### src/rtl/bpred_resolve_queue.sv
// rtl/bpred_resolve_queue.sv - in-order branch resolve queue with BHT update and mispredict flush
// Fetch pushes predicted branches; execute resolves the oldest and may squash all younger ones.
module bpred_resolve_queue #(
   parameter int DEPTH = 4,
   localparam int PTRW = $clog2(DEPTH)
) (
   input  logic            i_clk,
   input  logic            i_rst_n,
   input  logic            i_push_valid,
   output logic            o_push_ready,
   input  logic [31:0]     i_push_pc,
   input  logic            i_push_pred,
   input  logic [31:0]     i_push_target,
   input  logic            i_res_valid,
   output logic            o_res_ready,
   input  logic            i_res_taken,
   output logic            o_update_en,
   output logic [31:0]     o_update_addr,
   output logic            o_update_taken,
   output logic            o_mispredict,
   output logic [31:0]     o_redirect_pc,
   output logic [PTRW:0]   o_count
);

   localparam logic [PTRW:0]   FULL_COUNT = (PTRW+1)'(DEPTH);
   localparam logic [PTRW:0]   CNT_ONE    = (PTRW+1)'(1);
   localparam logic [PTRW-1:0] PTR_ONE    = PTRW'(1);

   logic [31:0]     pc_mem   [DEPTH];
   logic            pred_mem [DEPTH];
   logic [31:0]     tgt_mem  [DEPTH];

   logic [PTRW-1:0] head;
   logic [PTRW-1:0] tail;
   logic [PTRW:0]   count;

   logic            full;
   logic            empty;
   logic            push_fire;
   logic            res_fire;
   logic            mis;
   logic [31:0]     head_pc;
   logic [31:0]     head_tgt;
   logic            head_pred;

   assign full         = (count == FULL_COUNT);
   assign empty        = (count == '0);
   assign o_push_ready = !full;
   assign o_res_ready  = !empty;
   assign o_count      = count;

   assign push_fire = i_push_valid && o_push_ready;
   assign res_fire  = i_res_valid && o_res_ready;

   assign head_pc   = pc_mem[head];
   assign head_tgt  = tgt_mem[head];
   assign head_pred = pred_mem[head];
   assign mis       = res_fire && (i_res_taken != head_pred);

   // Payload needs no reset; a write during a mispredict lands in a slot the flush already abandons.
   always_ff @(posedge i_clk) begin
      if (push_fire) begin
         pc_mem[tail]   <= i_push_pc;
         pred_mem[tail] <= i_push_pred;
         tgt_mem[tail]  <= i_push_target;
      end
   end

   always_ff @(posedge i_clk) begin
      if (!i_rst_n) begin
         head           <= '0;
         tail           <= '0;
         count          <= '0;
         o_update_en    <= 1'b0;
         o_update_addr  <= '0;
         o_update_taken <= 1'b0;
         o_mispredict   <= 1'b0;
         o_redirect_pc  <= '0;
      end else begin
         if (mis) begin
            head  <= '0;
            tail  <= '0;
            count <= '0;
         end else begin
            if (push_fire) tail <= tail + PTR_ONE;
            if (res_fire)  head <= head + PTR_ONE;
            case ({push_fire, res_fire})
               2'b10:   count <= count + CNT_ONE;
               2'b01:   count <= count - CNT_ONE;
               default: count <= count;
            endcase
         end

         o_update_en  <= res_fire;
         o_mispredict <= mis;
         if (res_fire) begin
            o_update_addr  <= head_pc;
            o_update_taken <= i_res_taken;
         end
         if (mis) begin
            o_redirect_pc <= i_res_taken ? head_tgt : head_pc + 32'd4;
         end
      end
   end

endmodule
### config.mk
export PLATFORM = sky130hd
export DESIGN_NAME = bpred_resolve_queue
export DESIGN_NICKNAME = d
export VERILOG_FILES = /design/src/rtl/bpred_resolve_queue.sv
export SDC_FILE = /design/constraint.sdc
export NUM_CORES = 1
export LEC_CHECK = 0
export CORE_ASPECT_RATIO = 2
export CORE_UTILIZATION = 50
export DETAILED_ROUTE_END_ITERATION = 8
export PLACE_DENSITY = 0.75
export SLEW_MARGIN = 20
export SYNTH_ARGS = -nofsm -noshare
export SYNTH_HDL_FRONTEND = slang
export SYNTH_SLANG_ARGS = --single-unit
### constraint.sdc
create_clock -name i_clk -period 2.75 [get_ports i_clk]
set_input_delay 0.275 -clock i_clk [delete_from_list [all_inputs] [get_ports i_clk]]
set_output_delay 0.275 -clock i_clk [all_outputs]
set_load 0.02 [all_outputs]
# After elaboration in Yosys (flattened, before gate mapping)
# Memories as Yosys holds them, arrays and structs flattened. A register that Yosys moved wholly into a read port is not among the register bits.
# Cells that the tools add are included.
# W data, S select, Z words.
[op_classes]
reduce_logical = 8
n_bitwise = 1
n_shift = 0
muxes = 10
addsub = 5
eq_ne = 4
multipliers = 0
n_lt_le_gt_ge = 0
n_div = 0
[ops]
columns = ["op", "n"]
rows = [
  ["$add A32 B3 Y32 const B", 1],
  ["$mux W32", 1],
  ["$mux W2", 6],
  ["$pmux W3 S2", 1],
  ["$add A2 B1 Y2 const B", 2],
  ["$add A3 B1 Y3 const B", 1],
  ["$eq A3 B3 Y1 const B", 1],
  ["$logic_and A1 B1 Y1", 3],
  ["$logic_not A3 Y1", 1],
  ["$sub A3 B1 Y3 const B", 1],
  ["$eq A2 B1 Y1 const B", 1],
  ["$eq A2 B2 Y1 const B", 1],
  ["$logic_not A1 Y1", 2],
  ["$mux W1", 2],
  ["$reduce_bool A2 Y1", 1],
  ["$reduce_or A2 Y1", 1],
  ["$ne A1 B1 Y1", 1],
  ["$not A1 Y1", 1],
]
[totals]
mem_bits_ro = 0
output_inout_bits = 72
ramBits = 260
inputBits = 70
wordCells = 39
mem_count = 3
regBits = 74
latch_bits = 0
[memory_table]
columns = ["memory", "depth", "word_bits", "rd", "rd_ports_with_merged_regs", "wr", "line", "rtl"]
rows = [
  ["pc_mem", 4, 32, 1, 1, 1, "29", "logic [31:0] pc_mem [DEPTH];"],
  ["tgt_mem", 4, 32, 1, 1, 1, "31", "logic [31:0] tgt_mem [DEPTH];"],
  ["pred_mem", 4, 1, 1, 1, 1, "30", "logic pred_mem [DEPTH];"],
]

# Depth between registers and ports, before layout
# Gate-level depths: netlist of the first run.
[depth]
word_depth = 6
mapped_depth = 11
ltp_nobuf = 11

# Least setup slack after synthesis of the first run
# OpenSTA, ideal clock, no wires.
[synth_path]
kind = "register to register"
startpoint = "reg count[0], in the netlist o_count[0]"
endpoint = "mem pc_mem[0][0], enable pin"
required_ps = 2320
t_arrival_ps = 2517
n_path_buf = 0
setup_slack_ps = -197
setup_ps = 430
period_less_slack_ps = 2947
path_stages_with_launch = 4
path_cell_list = "dfxtp_1 inv_1 nand3_1 and3_1"
[synth_between]
elab_chain_len = 5
[synth_rtl]
columns = ["item", "line", "rtl"]
rows = [
  ["start, declared", "35", "logic [PTRW:0] count;"],
  ["start signal, assigned", "88", "2'b10: count <= count + CNT_ONE;"],
  ["start signal, assigned", "89", "2'b01: count <= count - CNT_ONE;"],
  ["start signal, assigned", "90", "default: count <= count;"],
  ["$eq A3 B3 Y1", "46", "assign full = (count == FULL_COUNT);"],
  ["$logic_not A1 Y1", "48", "assign o_push_ready = !full;"],
  ["named net o_push_ready", "10", "output logic o_push_ready,"],
  ["$logic_and A1 B1 Y1", "52", "assign push_fire = i_push_valid && o_push_ready;"],
  ["$mux W1", "62", "if (push_fire) begin"],
  ["$mux W1 (implied by the code)", "63", "pc_mem[tail] <= i_push_pc;"],
  ["end, declared", "29", ""],
]
# The timed path passes the listed nets, and every way through them passes these cells.

==> results of run 1 <==
[metal layers]
layer | vias to the layer above | global-route usage [%] | part of all wire [%]
met3 | 84 | 2.51 | 4.3
met2 | 286 | 45.4 | 55
li1 | 3612 | - | -
met1 | 3973 | 26.6 | 35
met5 | - | 0 | 0
met4 | 0 | 14.3 | 5.6
[flip-flops by register name (all words and copies together) (netlist names), named ones only]
name,flops
tail,2
pc_mem,128
tgt_mem,128
o_redirect_pc,32
o_update_en,1
o_mispredict,1
o_update_addr,32
head,2
pred_mem,4
o_update_taken,1
o_count,3
[cells by family after synthesis]
family,count (synthesis)
buf+inv,67
compound gates,130
xor+xnor,16
flops,336
fa+ha+maj,7
simple gates,217
mux,66
[layout by cell type, fill, tap and decap left out, types with 5 or more instances in the layout]
master           synthesis  layout
o22ai_1                  5       5
mux4_2                  57      57
o21ai_0                 26      26
buf_12                   1       9
nor3b_1                  9       9
edfxtp_1               260     260
nand2_1                103     103
ha_1                     6       6
dfxtp_1                 76      74
a211o_1                  6       6
buf_4                    4      35
nand3_1                 10      10
nand4_1                  7       7
a21oi_1                 51      51
o211ai_1                 7       7
nor4_1                  12      12
a31oi_1                  8       8
inv_1                   16      15
clkbuf_16                0      28
nor2_1                  28      28
clkbuf_1                25       7
clkdlybuf4s50_1          0     141
nor3_1                   7       7
or3_1                   11      11
xnor2_1                 12      12
mux4_1                   8       8
and4_1                   6       6
[power breakdown]
part	total [mW]	switching [mW]	internal [mW]	leakage, nW
combinational	4.60	2.61	1.99	1.83
clock	3.90	1.75	2.15	0.428
sequential	6.67	0.389	6.28	3.01
[final timing paths]
path / start / slack [ps] / endpoint
min reg2reg: o_update_addr[18] / 460 / o_update_addr[18]
max reg2reg: flip-flop / 160 / o_redirect_pc[24]
max: flip-flop / 160 / o_redirect_pc[24]
min: i_push_target[1] / 340 / tgt_mem[2][1]
[critical path: cells and delay by family, from the launching register on]
| family | cells | cell delay, ps |
|---|---|---|
| compound gates | 1 | 100 |
| simple gates | 3 | 1230 |
| flops | 1 | 540 |
| fa+ha+maj | 1 | 230 |
| mux | 1 | 400 |
[layout make-up]
type,instances,area share (%)
Clock buffer,38,4.72
Clock inverter,12,0.762
Inverter,16,0.369
Multi-Input combinational cell,436,22.7
Sequential cell,336,57.4
Tap cell,344,2.65
Timing Repair Buffer,185,11.4
==> results_tabular.tex, run 1 <==
\begin{tabular}{lr}
\hline
Metric & Value \\
\hline
\multicolumn{2}{l}{\textbf{Finish}} \\
\quad Area added between synthesis and finish & 21.8\% \\
\quad Count of placed standard cells in the final layout, fillers left out & $\sim$1,400 \\
\quad Antenna cell count & 0 \\
\quad Final std cell area, no fill & around 16,000 um\^{}2 \\
\quad Ratio of cells with drive above 1 in the final layout & 15.6\% \\
\quad Core utilization of the finished layout & 61.9\% \\
\quad Fill cell instance count of the final layout & 1,929 \\
\quad Final layout net count & 1,079 \\
\quad Register Area & $\sim$9300 um\^{}2 \\
\quad Multi-input gate area & about 3700 um\^{}2 \\
\multicolumn{2}{l}{\textbf{CTS}} \\
\quad CTS buffer count & 27 \\
\quad Clock network latency to the later pin of the worst-skew pair & 560 ps \\
\quad Total of cells resized after clock tree synthesis & 0 \\
\quad Number of sinks handled by clock tree synthesis & approximately 340 \\
\quad Clock Path Buffers & 3 \\
\quad Library cell used as clock root buffer & clkbuf\_16 \\
\quad Number of post-CTS setup repair buffers & 0 \\
\quad Number of buffers inserted by hold repair at cts & 0 \\
\quad CTS tree & built \\
\quad Clock transition at path regs & roughly 70 ps \\
\quad Number of H-tree levels & 1 \\
\multicolumn{2}{l}{\textbf{Yosys}} \\
\quad Post-synthesis instance total & between 800 and 900 \\
\quad Multiplexer share of the synthesized area & a little under an eighth \\
\quad Share of synthesized flip-flops with an asynchronous set or reset & 0\% \\
\quad Seq/Total Area, Yosys & a little over two thirds \\
\quad Number of distinct standard cells referenced by the synthesized netlist & 61 \\
\quad Area fraction in compound gates after synthesis & 6.17\% \\
\quad Synthesized net count & just over 900 \\
\quad Post-synthesis xor/xnor area fraction & 1.11\% \\
\quad Main combinational cell family by area after synthesis & multiplexers \\
\quad Library cell with the largest summed area after synthesis & edfxtp\_1 \\
\quad Dominant cells by area after synthesis & edfxtp\_1, dfxtp\_1, mux4\_2, nand2\_1, a21oi\_1 \\
\quad Fraction of the mapped netlist area in simple logic gates & 8.23\% \\
\quad Synth warnings & 0 \\
\quad Post-Syn Area per Cell & around 16 um\^{}2 \\
\quad Prevailing post-synth register cell & edfxtp\_1 \\
\quad Most frequently used cell type in the post-synthesis netlist & edfxtp\_1 \\
\quad Share of the synthesized area in the top cell type & between 50\% and 60\% \\
\quad Post-Synth Adder-Cell Area & less than 1\% \\
\quad Post-synth top cells & edfxtp\_1, nand2\_1, dfxtp\_1 \\
\quad Cell Area, Synth & $\sim$13,000 um\^{}2 \\
\quad Flops \& latches, synth & between 300 and 400 \\
\quad Number of enable flip-flop cells after synthesis & between 200 and 300 \\
\multicolumn{2}{l}{\textbf{Place}} \\
\quad RePlAce Congestion & between 0.9 and 1 \\
\quad Area after DPL & between 15,000 and 20,000 um\^{}2 \\
\quad Placed Cells & roughly 1,300 \\
\quad Worst setup timing slack at the placement stage & between 150 and 200 ps \\
\quad HPWL after DPL & about 22 mm \\
\quad Quantity of I/O buffers inserted on ports & 141 \\
\multicolumn{2}{l}{\textbf{Drt}} \\
\quad Overall via count from detail\_route & 7,955 \\
\quad Drt first-iter violations & roughly 510 \\
\quad Ratio of routed vias to standard cells & between 5 and 6 \\
\quad Detailed-router iteration count before antenna repair & 5 \\
\quad WL/cell & 23.8 um \\
\quad Routed Antenna Nets & 0 \\
\quad DRT Wirelength & $\sim$32 mm \\
\quad DRC violations left & 0 \\
\multicolumn{2}{l}{\textbf{Floorplanning}} \\
\quad Height of the die & 233 um \\
\quad Number of core rows & 84 \\
\quad Initial standard-cell utilization of the core & between 50 and 60\% \\
\quad Io pins & around 140 \\
\quad Core Box Area & roughly 26,000 um\^{}2 \\
\quad Horizontal extent of the die & approximately 120 um \\
\quad Area of the die & between 20,000 and 30,000 um\^{}2 \\
\multicolumn{2}{l}{\textbf{Critical path}} \\
\quad Critical path data arrival time & 3070 ps \\
\quad Sort of element at the end of the critical path & flip-flop \\
\quad Required time of the critical path & around 3200 ps \\
\quad Slowest stage cell on the critical path & or4b\_1 \\
\quad Crit path max fanout & 14 \\
\quad Category of the worst setup path launch point & flip-flop \\
\quad Biggest cell delay along the critical path & approximately 560 ps \\
\quad Count of cells along the worst register-to-register path & 6 \\
\quad Ordered cell list for the critical path & mux4\_1 -> ha\_1 -> nand3\_1 -> or3\_1 -> or4b\_1 -> o211ai\_1 \\
\quad Critical Setup Path Class & reg2reg \\
\multicolumn{2}{l}{\textbf{Pwr}} \\
\quad Peak ir drop on the vdd network & approximately 720 uV \\
\quad Cell leakage power & between 5 and 6 nW \\
\quad Total power after layout & 15.2 mW \\
\quad Power per standard cell area & between 900 and 1000 nW/um\^{}2 \\
\multicolumn{2}{l}{\textbf{Timing}} \\
\quad Worst slew margin & between 60 and 70\% \\
\quad Worst clock skew & between 10 and 15 ps \\
\quad Setup repair after global routing missed its margin & no \\
\quad Min setup slack post-route & $\sim$160 ps \\
\quad Fin. Hold Viols & 0 \\
\quad Tightest Pin Transition & 553 ps \\
\quad Worst Hold Slack & around 340 ps \\
\quad Highest clock rate & roughly 390 MHz \\
\quad Post-Route Setup TNS & 0 ps \\
\quad Count of final setup violators & 0 \\
\quad Clock period minus worst slack & approximately 2600 ps \\
\quad Final Max Tran Viols & 0 \\
\quad Share of the clock period used by the worst path after layout & a little over nine tenths \\
\multicolumn{2}{l}{\textbf{Global routing}} \\
\quad Vias in the first global route & approximately 8,300 \\
\quad Overall overflow remaining after global route & 0 \\
\quad Initial antenna violation count & 0 \\
\quad Maximum number of pins on one net before global-route repair & 66 \\
\quad Global-route wire length before repair & 49.2 mm \\
\quad All-layer global routing usage & roughly a quarter \\
\multicolumn{2}{l}{\textbf{Job}} \\
\quad MaxCap Viol Count & 0 \\
\multicolumn{2}{l}{\textbf{Run status}} \\
\quad Outcome & finished, final reports clean \\
\multicolumn{2}{l}{\textbf{Min path}} \\
\quad Number of cells on the worst hold path & 1 \\
\quad Worst Hold Class & in2reg \\
\hline
\end{tabular}
(Power assumes the default switching activity.)
==> run 2: changes to the inputs <==
--- a/config.mk
+++ b/config.mk
@@ -6,9 +6,9 @@
 export NUM_CORES = 1
 export LEC_CHECK = 0
 export CORE_ASPECT_RATIO = 2
-export CORE_UTILIZATION = 50
+export CORE_UTILIZATION = 47
 export DETAILED_ROUTE_END_ITERATION = 8
-export PLACE_DENSITY = 0.75
+export PLACE_DENSITY = 0.71
 export SLEW_MARGIN = 20
 export SYNTH_ARGS = -nofsm -noshare
 export SYNTH_HDL_FRONTEND = slang
==> run 2 against run 1 <==
Sequential cell count is the same; maximum frequency grew 1.8%; power grew 4.6%; largest power group unchanged.
==> results_tabular.tex, run 2 (synthesized netlist as in run 1, its figures left out) <==
\begin{tabular}{lr}
\hline
Metric & Value \\
\hline
\multicolumn{2}{l}{\textbf{Place}} \\
\quad HPWL after DPL & roughly 23 mm \\
\quad Quantity of I/O buffers inserted on ports & about 140 \\
\quad RePlAce Congestion & 0.943 \\
\quad Area after DPL & roughly 15,000 um\^{}2 \\
\quad Placed Cells & 1,339 \\
\quad Worst setup timing slack at the placement stage & just over 200 ps \\
\multicolumn{2}{l}{\textbf{Timing}} \\
\quad Highest clock rate & slightly below 400 MHz \\
\quad Final Max Tran Viols & 0 \\
\quad Setup repair after global routing missed its margin & no \\
\quad Worst Hold Slack & between 300 and 400 ps \\
\quad Fin. Hold Viols & 0 \\
\quad Tightest Pin Transition & 636 ps \\
\quad Min setup slack post-route & 208 ps \\
\quad Worst slew margin & 57.3\% \\
\quad Worst clock skew & between 15 and 20 ps \\
\quad Share of the clock period used by the worst path after layout & between 90\% and 100\% \\
\quad Post-Route Setup TNS & 0 ps \\
\quad Count of final setup violators & 0 \\
\quad Clock period minus worst slack & between 2000 and 3000 ps \\
\multicolumn{2}{l}{\textbf{Finish}} \\
\quad Core utilization of the finished layout & $\sim$60\% \\
\quad Fill cell instance count of the final layout & 2,162 \\
\quad Area added between synthesis and finish & 23.7\% \\
\quad Multi-input gate area & around 3700 um\^{}2 \\
\quad Register Area & just over 9000 um\^{}2 \\
\quad Top library cells by usage in the layout, fill and taps aside & edfxtp\_1, clkdlybuf4s50\_1, nand2\_1 \\
\quad Most common library cell in the layout ignoring fill and taps & edfxtp\_1 \\
\quad Final std cell area, no fill & 16,500 um\^{}2 \\
\quad Count of placed standard cells in the final layout, fillers left out & 1,394 \\
\quad Final layout net count & 1,095 \\
\quad Largest registers & pc\_mem x128, tgt\_mem x128 \\
\quad Ratio of cells with drive above 1 in the final layout & between 15 and 20\% \\
\multicolumn{2}{l}{\textbf{Critical path}} \\
\quad Required time of the critical path & 3210 ps \\
\quad Crit path max fanout & 17 \\
\quad Category of the worst setup path launch point & flip-flop \\
\quad Sort of element at the end of the critical path & flip-flop \\
\quad Critical path data arrival time & around 3000 ps \\
\quad Biggest cell delay along the critical path & 700 ps \\
\quad Ordered cell list for the critical path & mux4\_2 -> xnor2\_2 -> nand2b\_1 -> buf\_4 -> o21ai\_0 -> a211o\_1 \\
\quad Slowest stage cell on the critical path & mux4\_2 \\
\quad Critical Setup Path Class & reg2reg \\
\multicolumn{2}{l}{\textbf{Floorplanning}} \\
\quad Io pins & 142 \\
\quad Number of core rows & between 80 and 90 \\
\quad Core Box Area & 27,800 um\^{}2 \\
\quad Initial standard-cell utilization of the core & a little under 50\% \\
\quad Area of the die & between 20,000 and 30,000 um\^{}2 \\
\quad Horizontal extent of the die & between 100 and 150 um \\
\quad Height of the die & 240 um \\
\multicolumn{2}{l}{\textbf{CTS}} \\
\quad CTS tree & built \\
\quad Number of sinks handled by clock tree synthesis & 336 \\
\quad Clock network latency to the later pin of the worst-skew pair & about 570 ps \\
\quad Library cell used as clock root buffer & clkbuf\_16 \\
\quad CTS buffer count & 29 \\
\quad Clock transition at path regs & about 70 ps \\
\quad Number of H-tree levels & 1 \\
\quad Clock Path Buffers & 3 \\
\multicolumn{2}{l}{\textbf{Min path}} \\
\quad Launch instance of the worst min-delay path & i\_push\_pred \\
\quad Worst Hold Class & in2reg \\
\multicolumn{2}{l}{\textbf{Pwr}} \\
\quad Cell leakage power & approximately 5.4 nW \\
\quad Power per standard cell area & 960 nW/um\^{}2 \\
\quad Peak ir drop on the vdd network & 713 uV \\
\quad Total power after layout & $\sim$16 mW \\
\multicolumn{2}{l}{\textbf{Job}} \\
\quad MaxCap Viol Count & 0 \\
\multicolumn{2}{l}{\textbf{Drt}} \\
\quad Routed Antenna Nets & 0 \\
\quad DRT Wirelength & around 33 mm \\
\quad Detailed-router iteration count before antenna repair & 5 \\
\quad WL/cell & between 20 and 25 um \\
\quad Overall via count from detail\_route & 8,063 \\
\quad Ratio of routed vias to standard cells & 5.78 \\
\quad Drt first-iter violations & roughly 670 \\
\quad DRC violations left & 0 \\
\multicolumn{2}{l}{\textbf{Global routing}} \\
\quad All-layer global routing usage & 23.3\% \\
\quad Global-route wire length before repair & a little under 50 mm \\
\quad Overall overflow remaining after global route & 0 \\
\quad Initial antenna violation count & 2 \\
\quad Vias in the first global route & 8,223 \\
\quad Maximum number of pins on one net before global-route repair & 66 \\
\multicolumn{2}{l}{\textbf{Run status}} \\
\quad Outcome & finished, final reports clean \\
\hline
\end{tabular}
==> run 2: cell count changes in the layout (fill, tap and decap cells not counted), sizes merged <==
cell / delta
clkbuf: -7
clkinvlp: -1
clkinv: +5
diode: +2
bufinv: +5
buf: +14
inv: +1
==> run 2: cell type report <==
class | count | area share, %
Clock buffer | 31 | 4.56
Sequential cell | 336 | 56.5
Inverter | 16 | 0.364
Timing Repair Buffer | 199 | 11.7
Tap cell | 352 | 2.67
Clock inverter | 22 | 1.78
Antenna cell | 2 | 0.0303
Multi-Input combinational cell | 436 | 22.4
==> run 2: per-layer routing <==
layer	vias to the layer above	routed length, um	GRT usage, %
li1	3639	-	-
met1	4068	11500	25.3
met2	282	18400	43.0
met3	74	1460	2.85
met4	0	1650	13.1
met5	-	0	0
==> run 2: timing repair <==
action	4_1_cts	5_1_grt
gates resized for setup	0	1
buffers inserted	0	0
hold buffers	0	0
endpoints found under the setup margin	0	1
==> run 2: power by group <==
| group | internal [mW] | switching [mW] | leakage (nW) |
|---|---|---|---|
| Clock | 2.64 | 1.81 | 0.506 |
| Combinational | 2.07 | 2.69 | 1.89 |
| Sequential | 6.28 | 0.374 | 3.01 |
==> run 2: critical path: cells and delay by family (launching register included) <==
| kind | cells | cell delay, ps |
|---|---|---|
| mux | 1 | 700 |
| flops | 1 | 550 |
| compound gates | 2 | 430 |
| xor+xnor | 1 | 360 |
| buf+inv | 1 | 210 |
| simple gates | 1 | 180 |
==> run 2: path summary, 6_finish.rpt <==
| check | end | slack (ps) | cells after the start |
|---|---|---|---|
| setup / recovery | o_redirect_pc[30] | 210 | 6 |
| hold / removal | pred_mem[3] | 340 | 1 |
| setup reg to reg | o_redirect_pc[30] | 210 | 6 |
| hold reg to reg | o_update_addr[21] | 450 | 2 |
